**src/rtl/board_pkg.sv**
```systemverilog
// Shared definitions for the board controller and the pixel generator:
// board geometry, cell encodings and the move-engine state enum.
package board_pkg;

  localparam logic [11:0] BOARD_BASE_ADDR = 12'h400;
  localparam int          BOARD_ROWS      = 6;
  localparam int          BOARD_COLS      = 7;

  localparam logic [15:0] CELL_EMPTY = 16'd0;
  localparam logic [15:0] CELL_P1    = 16'd1;
  localparam logic [15:0] CELL_P2    = 16'd2;

  typedef enum logic [2:0] {
    ST_IDLE,
    ST_RD,
    ST_CHK,
    ST_WR,
    ST_CLR,
    ST_DONE
  } state_t;

  // Rows are 8 words apart, so the in-board offset is simply {row, col}.
  function automatic logic [11:0] cell_addr(input logic [11:0] base,
                                            input logic [2:0]  row,
                                            input logic [2:0]  col);
    return base + {6'd0, row, col};
  endfunction

  function automatic logic [15:0] player_cell(input logic turn);
    return turn ? CELL_P2 : CELL_P1;
  endfunction

endpackage

```
**src/rtl/board_arbiter.sv**
```systemverilog
// Fixed-priority board RAM mux: the display port always wins, the move
// engine gets the port otherwise. Also produces the display read ack.
module board_arbiter (
  input  logic        clk,
  input  logic        reset,
  input  logic        disp_req,
  input  logic [11:0] disp_addr,
  output logic [15:0] disp_data,
  output logic        disp_ack,
  input  logic        eng_req,
  input  logic [11:0] eng_addr,
  input  logic        eng_we,
  input  logic [15:0] eng_wdata,
  output logic        eng_grant,
  output logic [11:0] mem_addr,
  output logic        mem_we,
  output logic [15:0] mem_wdata,
  input  logic [15:0] mem_rdata
);

  always_comb begin
    // NOTE: every output gets a default before any branch so no path leaves
    // a signal unassigned, which would otherwise infer a latch.
    mem_addr  = '0;
    mem_we    = 1'b0;
    mem_wdata = '0;
    eng_grant = 1'b0;
    if (!reset) begin
      if (disp_req) begin
        mem_addr = disp_addr;
      end else if (eng_req) begin
        eng_grant = 1'b1;
        mem_addr  = eng_addr;
        mem_we    = eng_we;
        mem_wdata = eng_wdata;
      end
    end
  end

  // NOTE: registered state uses non-blocking assignments so every flop
  // samples pre-edge values regardless of process evaluation order.
  always_ff @(posedge clk) begin
    if (reset) disp_ack <= 1'b0;
    else       disp_ack <= disp_req;
  end

  // RAM read latency is one cycle, so the data lines up with disp_ack.
  assign disp_data = mem_rdata;

endmodule

```
**src/rtl/board_ctrl.sv**
```systemverilog
// Board controller: drops pieces into the lowest empty cell of a column,
// clears the board on request, and shares the board RAM with the display.
module board_ctrl
  import board_pkg::*;
#(
  parameter logic [11:0] BOARD_BASE = BOARD_BASE_ADDR,
  parameter int          ROWS       = BOARD_ROWS,
  parameter int          COLS       = BOARD_COLS
) (
  input  logic        clk,
  input  logic        reset,
  input  logic        move_valid,
  input  logic [2:0]  move_col,
  output logic        move_ready,
  output logic        move_done,
  output logic        move_ok,
  input  logic        clear_req,
  input  logic        disp_req,
  input  logic [11:0] disp_addr,
  output logic [15:0] disp_data,
  output logic        disp_ack,
  output logic [11:0] mem_addr,
  output logic        mem_we,
  output logic [15:0] mem_wdata,
  input  logic [15:0] mem_rdata,
  output logic        turn,
  output logic        board_full
);

  localparam logic [5:0] CELLS    = 6'(ROWS * COLS);
  localparam logic [3:0] NCOLS    = 4'(COLS);
  localparam logic [2:0] LAST_ROW = 3'(ROWS - 1);
  localparam logic [2:0] LAST_COL = 3'(COLS - 1);

  state_t      state, state_n;
  logic [2:0]  row, row_n, col, col_n;
  logic [5:0]  count, count_n;
  logic        turn_n, ok, ok_n;
  logic        rd_valid;
  logic        mem_state, eng_req, eng_we, eng_grant;
  logic [11:0] eng_addr;
  logic [15:0] eng_wdata;

  assign mem_state  = (state == ST_RD) || (state == ST_CHK) ||
                      (state == ST_WR) || (state == ST_CLR);
  // A clear in flight suppresses the engine's access that cycle.
  assign eng_req    = mem_state && !clear_req;
  assign eng_addr   = cell_addr(BOARD_BASE, row, col);
  assign eng_we     = (state == ST_WR) || (state == ST_CLR);
  assign eng_wdata  = (state == ST_WR) ? player_cell(turn) : CELL_EMPTY;

  assign move_ready = (state == ST_IDLE) && !clear_req;
  assign move_done  = (state == ST_DONE);
  assign move_ok    = (state == ST_DONE) && ok;
  assign board_full = (count == CELLS);

  board_arbiter u_arbiter (
    .clk       (clk),
    .reset     (reset),
    .disp_req  (disp_req),
    .disp_addr (disp_addr),
    .disp_data (disp_data),
    .disp_ack  (disp_ack),
    .eng_req   (eng_req),
    .eng_addr  (eng_addr),
    .eng_we    (eng_we),
    .eng_wdata (eng_wdata),
    .eng_grant (eng_grant),
    .mem_addr  (mem_addr),
    .mem_we    (mem_we),
    .mem_wdata (mem_wdata),
    .mem_rdata (mem_rdata)
  );

  always_comb begin
    state_n = state;
    row_n   = row;
    col_n   = col;
    turn_n  = turn;
    count_n = count;
    ok_n    = ok;
    if (clear_req) begin
      state_n = ST_CLR;
      row_n   = 3'd0;
      col_n   = 3'd0;
    end else begin
      unique case (state)
        ST_IDLE: if (move_valid) begin
          if (({1'b0, move_col} >= NCOLS) || board_full) begin
            ok_n    = 1'b0;
            state_n = ST_DONE;
          end else begin
            col_n   = move_col;
            row_n   = LAST_ROW;
            state_n = ST_RD;
          end
        end
        ST_RD: if (eng_grant) state_n = ST_CHK;
        // rdata belongs to us only right after a granted read; otherwise
        // this cycle re-issues the read and the data is taken next cycle.
        ST_CHK: if (eng_grant && rd_valid) begin
          if (mem_rdata == CELL_EMPTY) begin
            state_n = ST_WR;
          end else if (row == 3'd0) begin
            ok_n    = 1'b0;
            state_n = ST_DONE;
          end else begin
            row_n   = row - 3'd1;
            state_n = ST_RD;
          end
        end
        ST_WR: if (eng_grant) begin
          count_n = (count == CELLS) ? count : count + 6'd1;
          turn_n  = !turn;
          ok_n    = 1'b1;
          state_n = ST_DONE;
        end
        ST_CLR: if (eng_grant) begin
          if (col == LAST_COL) begin
            col_n = 3'd0;
            if (row == LAST_ROW) begin
              count_n = '0;
              turn_n  = 1'b0;
              ok_n    = 1'b1;
              state_n = ST_DONE;
            end else begin
              row_n = row + 3'd1;
            end
          end else begin
            col_n = col + 3'd1;
          end
        end
        ST_DONE: state_n = ST_IDLE;
        default: state_n = ST_IDLE;
      endcase
    end
  end

  // NOTE: only the engine's control state is reset; the board RAM is
  // external and keeps its contents until software issues clear_req.
  always_ff @(posedge clk) begin
    if (reset) begin
      state    <= ST_IDLE;
      row      <= '0;
      col      <= '0;
      turn     <= 1'b0;
      count    <= '0;
      ok       <= 1'b0;
      rd_valid <= 1'b0;
    end else begin
      state    <= state_n;
      row      <= row_n;
      col      <= col_n;
      turn     <= turn_n;
      count    <= count_n;
      ok       <= ok_n;
      rd_valid <= eng_grant && ((state == ST_RD) || (state == ST_CHK));
    end
  end

endmodule

```
**config.mk**
```make
export PLATFORM = sky130hd
export DESIGN_NAME = board_ctrl
export DESIGN_NICKNAME = d
export VERILOG_FILES = /design/src/rtl/board_pkg.sv /design/src/rtl/board_arbiter.sv /design/src/rtl/board_ctrl.sv
export SDC_FILE = /design/constraint.sdc
export NUM_CORES = 1
export LEC_CHECK = 0
export CAP_MARGIN = 20
export CORE_ASPECT_RATIO = 1.25
export CORE_MARGIN = 2
export CORE_UTILIZATION = 46
export CTS_BUF_LIST = sky130_fd_sc_hd__clkbuf_4 sky130_fd_sc_hd__clkbuf_8
export DETAILED_ROUTE_END_ITERATION = 8
export PLACE_DENSITY = 0.95
export REMOVE_ABC_BUFFERS = 1
export SLEW_MARGIN = 10
export SYNTH_ARGS = -nofsm -noshare
export SYNTH_HDL_FRONTEND = slang
export SYNTH_HIERARCHICAL = 1
export SYNTH_SLANG_ARGS = --single-unit
```
**constraint.sdc**
```tcl
create_clock -name clk -period 9 [get_ports clk]
set_clock_uncertainty 0.2 [all_clocks]
set_input_delay 1.8 -clock clk [delete_from_list [all_inputs] [get_ports clk]]
set_output_delay 1.8 -clock clk [all_outputs]
set_load 0.005 [all_outputs]
```
==> impl_metrics.yaml <==
outcome:
  status: "finished, final reports clean"
place:
  place.gp.congestion: 0.931
  place_area_um2: 2470
  dp_hpwl_um: 3660
  port_buffers: 72
timing:
  timing.fmax_mhz: 165
  min_period_over_period_pct: 67.3
  slew_violations: 0
  fin_setup_tns_ns: 0
  rsz0062_at_grt: "false"
  setup_viol: 0
  hold_viol: 0
  tightestPinTransition_ns: 0.797
  max_slew_margin_pct: 46.8
  period_needed_ns: 6.06
power:
  p_leak_nw: 0.883
  ir_drop_v: 0.0000725
  powerDensity_nw_per_um2: 92.0
  seq_power_share_pct: 39.2
  p_clk_share_pct: 27.6
  p_int_mw: 0.163
  swShare_pct: 29.7
  combPwrFrac_pct: 33.2
  switchingPower_mw: 0.0688
cells_and_area:
  n_antenna_cell: 0
  fin_area_um2: 2520
  final_common_cell: "clkdlybuf4s50_1"
  fillCellCount: 314
  areaGrowthSynthToFinish_pct: 39.0
  mostFrequentLayoutCells: "clkdlybuf4s50_1 (72), and2_1 (22), nor2_1 (21)"
  nets: 337
  layout-drive-gt1-share_pct: 5.72
worst_setup_path:
  rr_startpoint: "state[2]"
  critPathMaxFanout: 28
  rrSetupSlack_ns: 5.25
  critPathArrivalTime_ns: 4.06
  cp.required_ns: 7.00
  critPathKind: "in2out"
  endpoint_kind: "output port"
  crit_slowest_cell: "nor3b_4"
  crit_path_start_kind: "primary input"
  crit_chain: "clkdlybuf4s50_1, nor3b_4, and2_1, clkdlybuf4s50_1"
  path_delay_family: "buffers and inverters"
  ff2ff_path_depth: 8
  timing.rr.end: "row[0]"
  path_buf_inv: 2
  crit_top_cell: "clkdlybuf4s50_1"
  cpPeakStageDelay_ns: 0.80
  endpoint: "mem_we"
  cp-startpoint: "reset"
  cp.depth: 4
synthesis:
  synth_top_family_by_area: "simple AND/OR/NAND/NOR gates"
  synth_flop_cell: "dfxtp_1"
  synth_area_um2: 1810
  synth_warnings: 6
  synthAdderAreaFrac_pct: 2.48
  synth_edf_count: 0
  syn_area_per_cell_um2: 7.82
  ys_types: 57
  synth_compound_gate_area_share_pct: 27.2
  ys_async_sr_fraction_pct: 0
  synth_cells: 232
  ys_seq_elements: 19
  synth.area.mux_share_pct: 1.72
  yosys.area_share.simple_pct: 33.1
  synthXorXnorAreaFrac_pct: 1.93
  ys_seq_area_share_pct: 21.0
floorplanning:
  core-area_um2: 3780
  die_y_um: 74.2
  start_util_pct: 47.9
  ios: 87
  die_w_um: 60.2
  rows: 25
  die_area_um2: 4470
flow_run:
  max_cap_viol_count: 0
cts:
  cts.path.max_buffers: 2
  cts_setup_buffers: 0
  clk_latency_ns: 0.26
  htreeDepth: 1
  cts-root-buf: "clkbuf_8"
  tritoncts: "built"
  cts.sinks: 19
  cts.clk_slew.worst_paths_ns: 0.07
  cts_made_buffers: 3
  hold_buffers: 0
  ctsResizeCount: 0
route:
  avgRoutedWirePerCell_um: 13.4
  via_per_inst: 5.42
  ant_nets: 0
  drt_iter0_markers: 66
  first_pass_iters: 4
  routed_wl_um: 4710
  route.detailed.drc: 0
  dr_total_vias: 1902
global_route:
  grt_pass1_wl_um: 7570
  antenna_found_initial: 0
  grt_overflow_total: 0
  grt_use_total_pct: 21.3
  grt_pass1_vias: 1702
  grt_max_degree: 29
worst_hold_path:
  min_path_type: "reg2reg"
-- cells in the mapped netlist (all sizes together) (3+ instances only) --
library cell / instances / share of area (%)
nor4: 6 / 2.1
inv: 5 / 1.2
clkbuf: 4 / 0.83
nor2: 21 / 4.3
nor3b: 4 / 2.6
dfxtp: 19 / 21
buf: 25 / 10
o21ai: 11 / 3.0
and2: 22 / 7.6
a32o: 12 / 6.6
a21oi: 14 / 3.9
xnor2: 4 / 1.9
nand3: 4 / 1.1
a31oi: 3 / 1.0
nand4b: 3 / 1.4
a211oi: 5 / 3.4
or2: 3 / 1.0
nor2b: 7 / 2.6
nand2: 13 / 2.7
a21boi: 4 / 1.7
nor3: 5 / 1.4
nand2b: 4 / 1.8
nand3b: 3 / 1.2
-- power by group through the flow --
| stage | clock network (mW) | registers (mW) | logic, mW |
|---|---|---|---|
| after floorplan | 0 | 0.0915 | 0.0363 |
| after global placement | 0 | 0.0928 | 0.0748 |
| after detailed placement | 0 | 0.0928 | 0.0758 |
| after CTS | 0.0640 | 0.0909 | 0.0767 |
| after global routing | 0.0681 | 0.0916 | 0.0843 |
| final | 0.0641 | 0.0909 | 0.0770 |
-- logic make-up after synthesis --
| kind of cell | Yosys count |
|---|---|
| AO/OA/AOI/OAI | 64 |
| XOR/XNOR | 4 |
| adder cells (fa/ha/maj) | 3 |
| buffers and inverters | 35 |
| flip-flops | 19 |
| multiplexers | 3 |
| other | 2 |
| AND/OR/NAND/NOR | 102 |
-- layer usage --
| metal | GRT usage [%] | part of all wire, % | vias up | wire (um) |
|---|---|---|---|---|
| met5 | 0 | 0 | - | 0 |
| met4 | 8.40 | 1.6 | 0 | 74 |
| met3 | 1.91 | 5.2 | 7 | 247 |
| met2 | 36.0 | 52 | 81 | 2450 |
| met1 | 27.7 | 41 | 880 | 1940 |
| li1 | - | - | 934 | - |
-- tightest hold or removal path: cells and delay by family, from the launching register on --
family / cells / cell delay, ns
flops: 1 / 0.34
compound gates: 2 / 0.13
-- final cells by class --
cell class | instances | area [um2] | share of cell area, %
clock buffers | 4 | 48.8 | 1.93
repair buffers | 72 | 721 | 28.6
inverters | 6 | 25.0 | 0.992
well taps | 54 | 67.6 | 2.68
multi-input cells | 196 | 1280 | 50.7
flip-flops and latches | 19 | 380 | 15.1
-- state kept, by name, indices dropped and copies added, names as in the netlist --
register            flops
col                     3
state                   3
turn                    1
row                     3
rd_valid                1
u_arbiter/disp_ack      1
ok                      1
count                   6
-- stage by stage --
step                utilization (%)  hold WS (ns)  setup slack [ns]  power (mW)  std cells
floorplan                         -         0.280              4.25       0.128        221
global placement               65.4         0.291              3.01       0.168        347
detailed placement             65.4         0.307              2.96       0.169        347
CTS                            66.6         0.320              2.95       0.232        351
global route                   66.6         0.343              2.70       0.244        351
finish                         66.6         0.321              2.94       0.232        351
-- how the worst min path moves through the flow --
stage               startpoint    to  slack [ns]  cells after the start
floorplan                 turn  turn        0.28                      2
global placement          turn  turn        0.29                      2
detailed placement        turn  turn        0.31                      2
CTS                       turn  turn        0.32                      2
global route              turn  turn        0.34                      2
finish                    turn  turn        0.32                      2
Note: power is estimated with default switching activity, not from simulation.
